==> config.mk <==
export PLATFORM = sky130hd
export DESIGN_NAME = alu_operand_loader
export DESIGN_NICKNAME = d
export VERILOG_FILES = /design/src/rtl/alu_pkg.sv /design/src/rtl/alu_operand_loader_debouncer.sv /design/src/rtl/alu_operand_loader.sv
export SDC_FILE = /design/constraint.sdc
export NUM_CORES = 1
export LEC_CHECK = 0
export ABC_AREA = 1
export BUFFER_PORTS_ARGS = -buffer_cell sky130_fd_sc_hd__buf_2
export CAP_MARGIN = 40
export CORE_MARGIN = 3
export CORE_UTILIZATION = 56
export DETAILED_ROUTE_END_ITERATION = 6
export HOLD_SLACK_MARGIN = 0.03
export PLACE_DENSITY = 0.8
export SYNTH_ARGS = -nofsm -noshare
export SYNTH_HDL_FRONTEND = slang
export SYNTH_SLANG_ARGS = --single-unit
==> constraint.sdc <==
create_clock -name clk -period 3.36 [get_ports clk]
set_input_delay 0.504 -clock clk [delete_from_list [all_inputs] [get_ports clk]]
set_output_delay 0.504 -clock clk [all_outputs]
set_load 0.1 [all_outputs]
==> src/rtl/alu_pkg.sv <==
// alu_pkg: stage encoding and opcodes shared by the ALU front-end, the ALU and their benches
package alu_pkg;
  typedef enum logic [1:0] {S_A = 2'b00, S_B = 2'b01, S_OP = 2'b10, S_RUN = 2'b11} stage_t;
  localparam logic [1:0] OP_ADD = 2'b00;
  localparam logic [1:0] OP_SUB = 2'b01;
  localparam logic [1:0] OP_DIV = 2'b10;
endpackage

==> src/rtl/alu_operand_loader_debouncer.sv <==
// button_debouncer: synchronizes a raw button and emits one pulse per accepted press
module button_debouncer #(
  parameter int DEBOUNCE_CYCLES = 16
) (
  input  logic clk,
  input  logic rst,
  input  logic btn_raw,
  output logic pulse
);
  localparam int CW = $clog2(DEBOUNCE_CYCLES + 1);
  logic [1:0] sync_q;
  logic [CW-1:0] cnt_q, cnt_d;
  logic db_q, db_d, db_prev_q, pulse_q, differ, done;
  always_comb begin
    differ = sync_q[1] != db_q;
    done = differ && (cnt_q == CW'(DEBOUNCE_CYCLES - 1));
    cnt_d = (!differ || done) ? '0 : cnt_q + 1'b1;
    db_d = done ? ~db_q : db_q;
  end
  always_ff @(posedge clk) begin
    if (rst) begin
      sync_q <= '0;
      cnt_q <= '0;
      db_q <= 1'b0;
      db_prev_q <= 1'b0;
      pulse_q <= 1'b0;
    end else begin
      sync_q <= {sync_q[0], btn_raw};
      cnt_q <= cnt_d;
      db_q <= db_d;
      db_prev_q <= db_q;
      pulse_q <= db_q & ~db_prev_q;
    end
  end
  assign pulse = pulse_q;
endmodule

==> src/rtl/alu_operand_loader.sv <==
// alu_operand_loader: sequences first operand, second operand and opcode entry from one debounced button
module alu_operand_loader
  import alu_pkg::*;
#(
  parameter int N = 4,
  parameter int DEBOUNCE_CYCLES = 16
) (
  input  logic         clk,
  input  logic         rst,
  input  logic [N-1:0] switches,
  input  logic [1:0]   op_sw,
  input  logic         enter_btn,
  input  logic         clear_btn,
  output logic [N-1:0] first_num,
  output logic [N-1:0] sec_num,
  output logic [1:0]   operation,
  output logic [1:0]   stage,
  output logic         operands_valid
);
  logic [N-1:0] sw_s1_q, sw_s2_q, first_q, first_d, sec_q, sec_d;
  logic [1:0] op_s1_q, op_s2_q, clr_s_q, op_q, op_d;
  logic valid_q, valid_d, enter_pulse;
  stage_t stage_q, stage_d;
  button_debouncer #(.DEBOUNCE_CYCLES(DEBOUNCE_CYCLES)) u_enter (
    .clk(clk), .rst(rst), .btn_raw(enter_btn), .pulse(enter_pulse)
  );
  always_comb begin
    stage_d = stage_q;
    first_d = first_q;
    sec_d = sec_q;
    op_d = op_q;
    if (clr_s_q[1]) begin
      stage_d = S_A;
      first_d = '0;
      sec_d = '0;
      op_d = '0;
    end else if (enter_pulse) begin
      first_d = (stage_q == S_A) ? sw_s2_q : first_q;
      sec_d = (stage_q == S_B) ? sw_s2_q : sec_q;
      op_d = (stage_q == S_OP) ? op_s2_q : op_q;
      stage_d = stage_t'(2'(stage_q) + 2'd1);
    end
    valid_d = stage_d == S_RUN;
  end
  always_ff @(posedge clk) begin
    if (rst) begin
      sw_s1_q <= '0;
      sw_s2_q <= '0;
      op_s1_q <= '0;
      op_s2_q <= '0;
      clr_s_q <= '0;
      stage_q <= S_A;
      first_q <= '0;
      sec_q <= '0;
      op_q <= '0;
      valid_q <= 1'b0;
    end else begin
      sw_s1_q <= switches;
      sw_s2_q <= sw_s1_q;
      op_s1_q <= op_sw;
      op_s2_q <= op_s1_q;
      clr_s_q <= {clr_s_q[0], clear_btn};
      stage_q <= stage_d;
      first_q <= first_d;
      sec_q <= sec_d;
      op_q <= op_d;
      valid_q <= valid_d;
    end
  end
  assign first_num = first_q;
  assign sec_num = sec_q;
  assign operation = op_q;
  assign stage = stage_q;
  assign operands_valid = valid_q;
endmodule

==> results_dict.tcl <==
set metrics [dict create \
    yosysSeqAreaShare 0.585 \
    cts_tree "yes" \
    grt_pass1_vias 784 \
    drive_above_1_share 0.191 \
    io_pins 23 \
    io_buffers 22 \
    wire_per_inst_um 9.19 \
    path_cells "buf_2" \
    place_ws_ns 1.96 \
    syn_inst 151 \
    path_clk_slew_ns 0.10 \
    hold_viol_final 0 \
    synth_top_area_share 0.585 \
    grt_max_degree 23 \
    dr.pass1.iters 4 \
    power.density_nw_per_um2 475 \
    coreArea_sq_um 2040 \
    drtAntennaViolNets 0 \
    skew_ns 0.00809 \
    yosysWarnings 0 \
    die_area_sq_um 2870 \
    status "complete, no violations" \
    setup_slack_ns 1.66 \
    drv_slew 0 \
    worstPathBufferInverterCount 1 \
    cts_buffers 5 \
    timing.setup.tns_ns 0 \
    wl_mm 1.88 \
    finalSetupViolCount 0 \
    post-route-drc-count 0 \
    syn_avg_cell_area_sq_um 8.39 \
    synth_area_sq_um 1270 \
    slowest_delay_ns 0.46 \
    vdd_ir_drop_max_mv 0.311 \
    start_kind "flip-flop" \
    chipHeight_um 53.6 \
    ys_ff_latch 37 \
    overflow 0 \
    crit_family "buffers and inverters" \
    grt_pass1_wl_mm 3.07 \
    rsz0062_at_grt "false" \
    end_kind "output port" \
    cp_max_fo 5 \
    fmax_ghz 0.587 \
    cts.sink_count 37 \
    fin_crit_ns 1.70 \
    post_cts_buffers 0 \
    gp_congestion 0.695 \
    cp_slowest_cell "buf_2" \
    placed_area_sq_um 1390 \
    diodes 0 \
    clockBufferDepth 2 \
    die_x_um 53.6 \
    num_rows 16 \
    dp_hpwl_mm 1.38 \
    nets 192 \
    cts_resized 0 \
    worstHoldPathType "in2reg" \
    hold_buffers 0 \
    initial_core_util 0.620 \
    stdcell_area_sq_um 1440 \
    grt_usage 0.155 \
    fin_crit_sh 0.507 \
    drt_iter0_drc 6 \
    synth_area_leader_cell "dfxtp_1" \
    cp.required_ns 2.86 \
    slew-limit-headroom 0.677 \
    synth_fp_nets 166 \
    final_util 0.707 \
    synthDistinctLibCells 18 \
    drv_cap 0 \
    cts-htree-levels 2 \
    power_leakage_nw 0.670 \
    vias_per_cell 4.59 \
    worst_pin_slew_ns 0.488 \
    areaGrowthSynthToFinish_pct 14.0 \
    synthTopCellsByArea "dfxtp_1 58%, nor2_1 11%, inv_1 8.0%, ha_1 4.9%, nand2_1 4.7%" \
    clkLatencyLatePin_ns 0.33 \
    cp.arrival_ns 1.20 \
    grt_antenna_before_repair 0 \
    critPathKind "reg2out" \
    cts_root_buf "clkbuf_4" \
    route.vias.total 940 \
]
-- power by group --
group / internal, W / switching [W] / total (W)
logic: 0.00000928 / 0.0000141 / 0.0000234
clock network: 0.0000797 / 0.000132 / 0.000212
registers: 0.000448 / 0.00000323 / 0.000451
-- Yosys cell counts --
cell type / n
xnor2_1: 1
buf_2: 2
ha_1: 5
buf_4: 1
o21ai_0: 7
nor2_1: 38
nand2_2: 1
inv_2: 1
nand2_1: 16
inv_1: 27
a211oi_1: 1
nor2_4: 1
nor3_1: 1
nand4_1: 1
a21oi_1: 5
nor2_2: 2
dfxtp_1: 37
nand3_1: 4
-- flip-flops by register name (all words and copies together) (netlist names), 2 cells and up --
name and count:
sec_num 4, op_s2_q 2, first_num 4, op_s1_q 2, sw_s2_q 4, operation 2, sw_s1_q 4, u_enter.cnt_q 5
clr_s_q 2, stage 2, u_enter.sync_q 2
-- worst paths after layout --
kind | end | from | slack [ns] | cells after the start
worst max-delay path | stage[0] | stage[0] | 1.66 | 1
worst min-delay path | sw_s1_q[2] | switches[2] | 0.37 | 3
worst max register to register | u_enter.cnt_q[3] | u_enter.cnt_q[0] | 1.96 | 7
worst min register to register | u_enter.pulse | u_enter.db_prev_q | 0.39 | 1
-- per-stage QoR --
stage	power, W	cells	hold slack [ns]
finish	0.000686	205	0.368
global route	0.000717	205	0.357
CTS	0.000694	205	0.359
detailed placement	0.000485	197	0.382
global placement	0.000483	197	0.379
floorplan	0.000476	151	0.373
-- metal layers --
| layer | global-route usage | share of wire | vias to the layer above |
|---|---|---|---|
| met5 | 0 | 0 | - |
| met4 | 0.0766 | 0.013 | 0 |
| met3 | 0.0748 | 0.063 | 5 |
| met2 | 0.267 | 0.51 | 25 |
| met1 | 0.154 | 0.42 | 409 |
| li1 | - | - | 501 |
-- layout make-up --
type | count | area [sq um]
Sequential cell | 37 | 741
Inverter | 28 | 105
Clock inverter | 2 | 10.0
Fill cell | 165 | 598
Timing Repair Buffer | 22 | 110
Clock buffer | 6 | 41.3
Multi-Input combinational cell | 83 | 403
Tap cell | 27 | 33.8
-- cell usage in the layout (no fill, tap or decap), drive strengths merged --
cell type / netlist / final
nand3: 4 / 4
nand2: 17 / 17
buf: 3 / 22
ha: 5 / 5
clkinv: 0 / 2
nor2: 41 / 41
o21ai: 7 / 7
a211oi: 1 / 1
nor3: 1 / 1
inv: 28 / 28
dfxtp: 37 / 37
a21oi: 5 / 5
nand4: 1 / 1
xnor2: 1 / 1
clkbuf: 0 / 6
-- cell families after synthesis --
kind of cell,count (synthesis),synth area share
adder cells (fa/ha/maj),5,0.0494
AO/OA/AOI/OAI,13,0.0534
XOR/XNOR,1,0.00692
AND/OR/NAND/NOR,64,0.209
buffers and inverters,31,0.0968
flip-flops,37,0.585
Power figures use the tool's default switching activity.
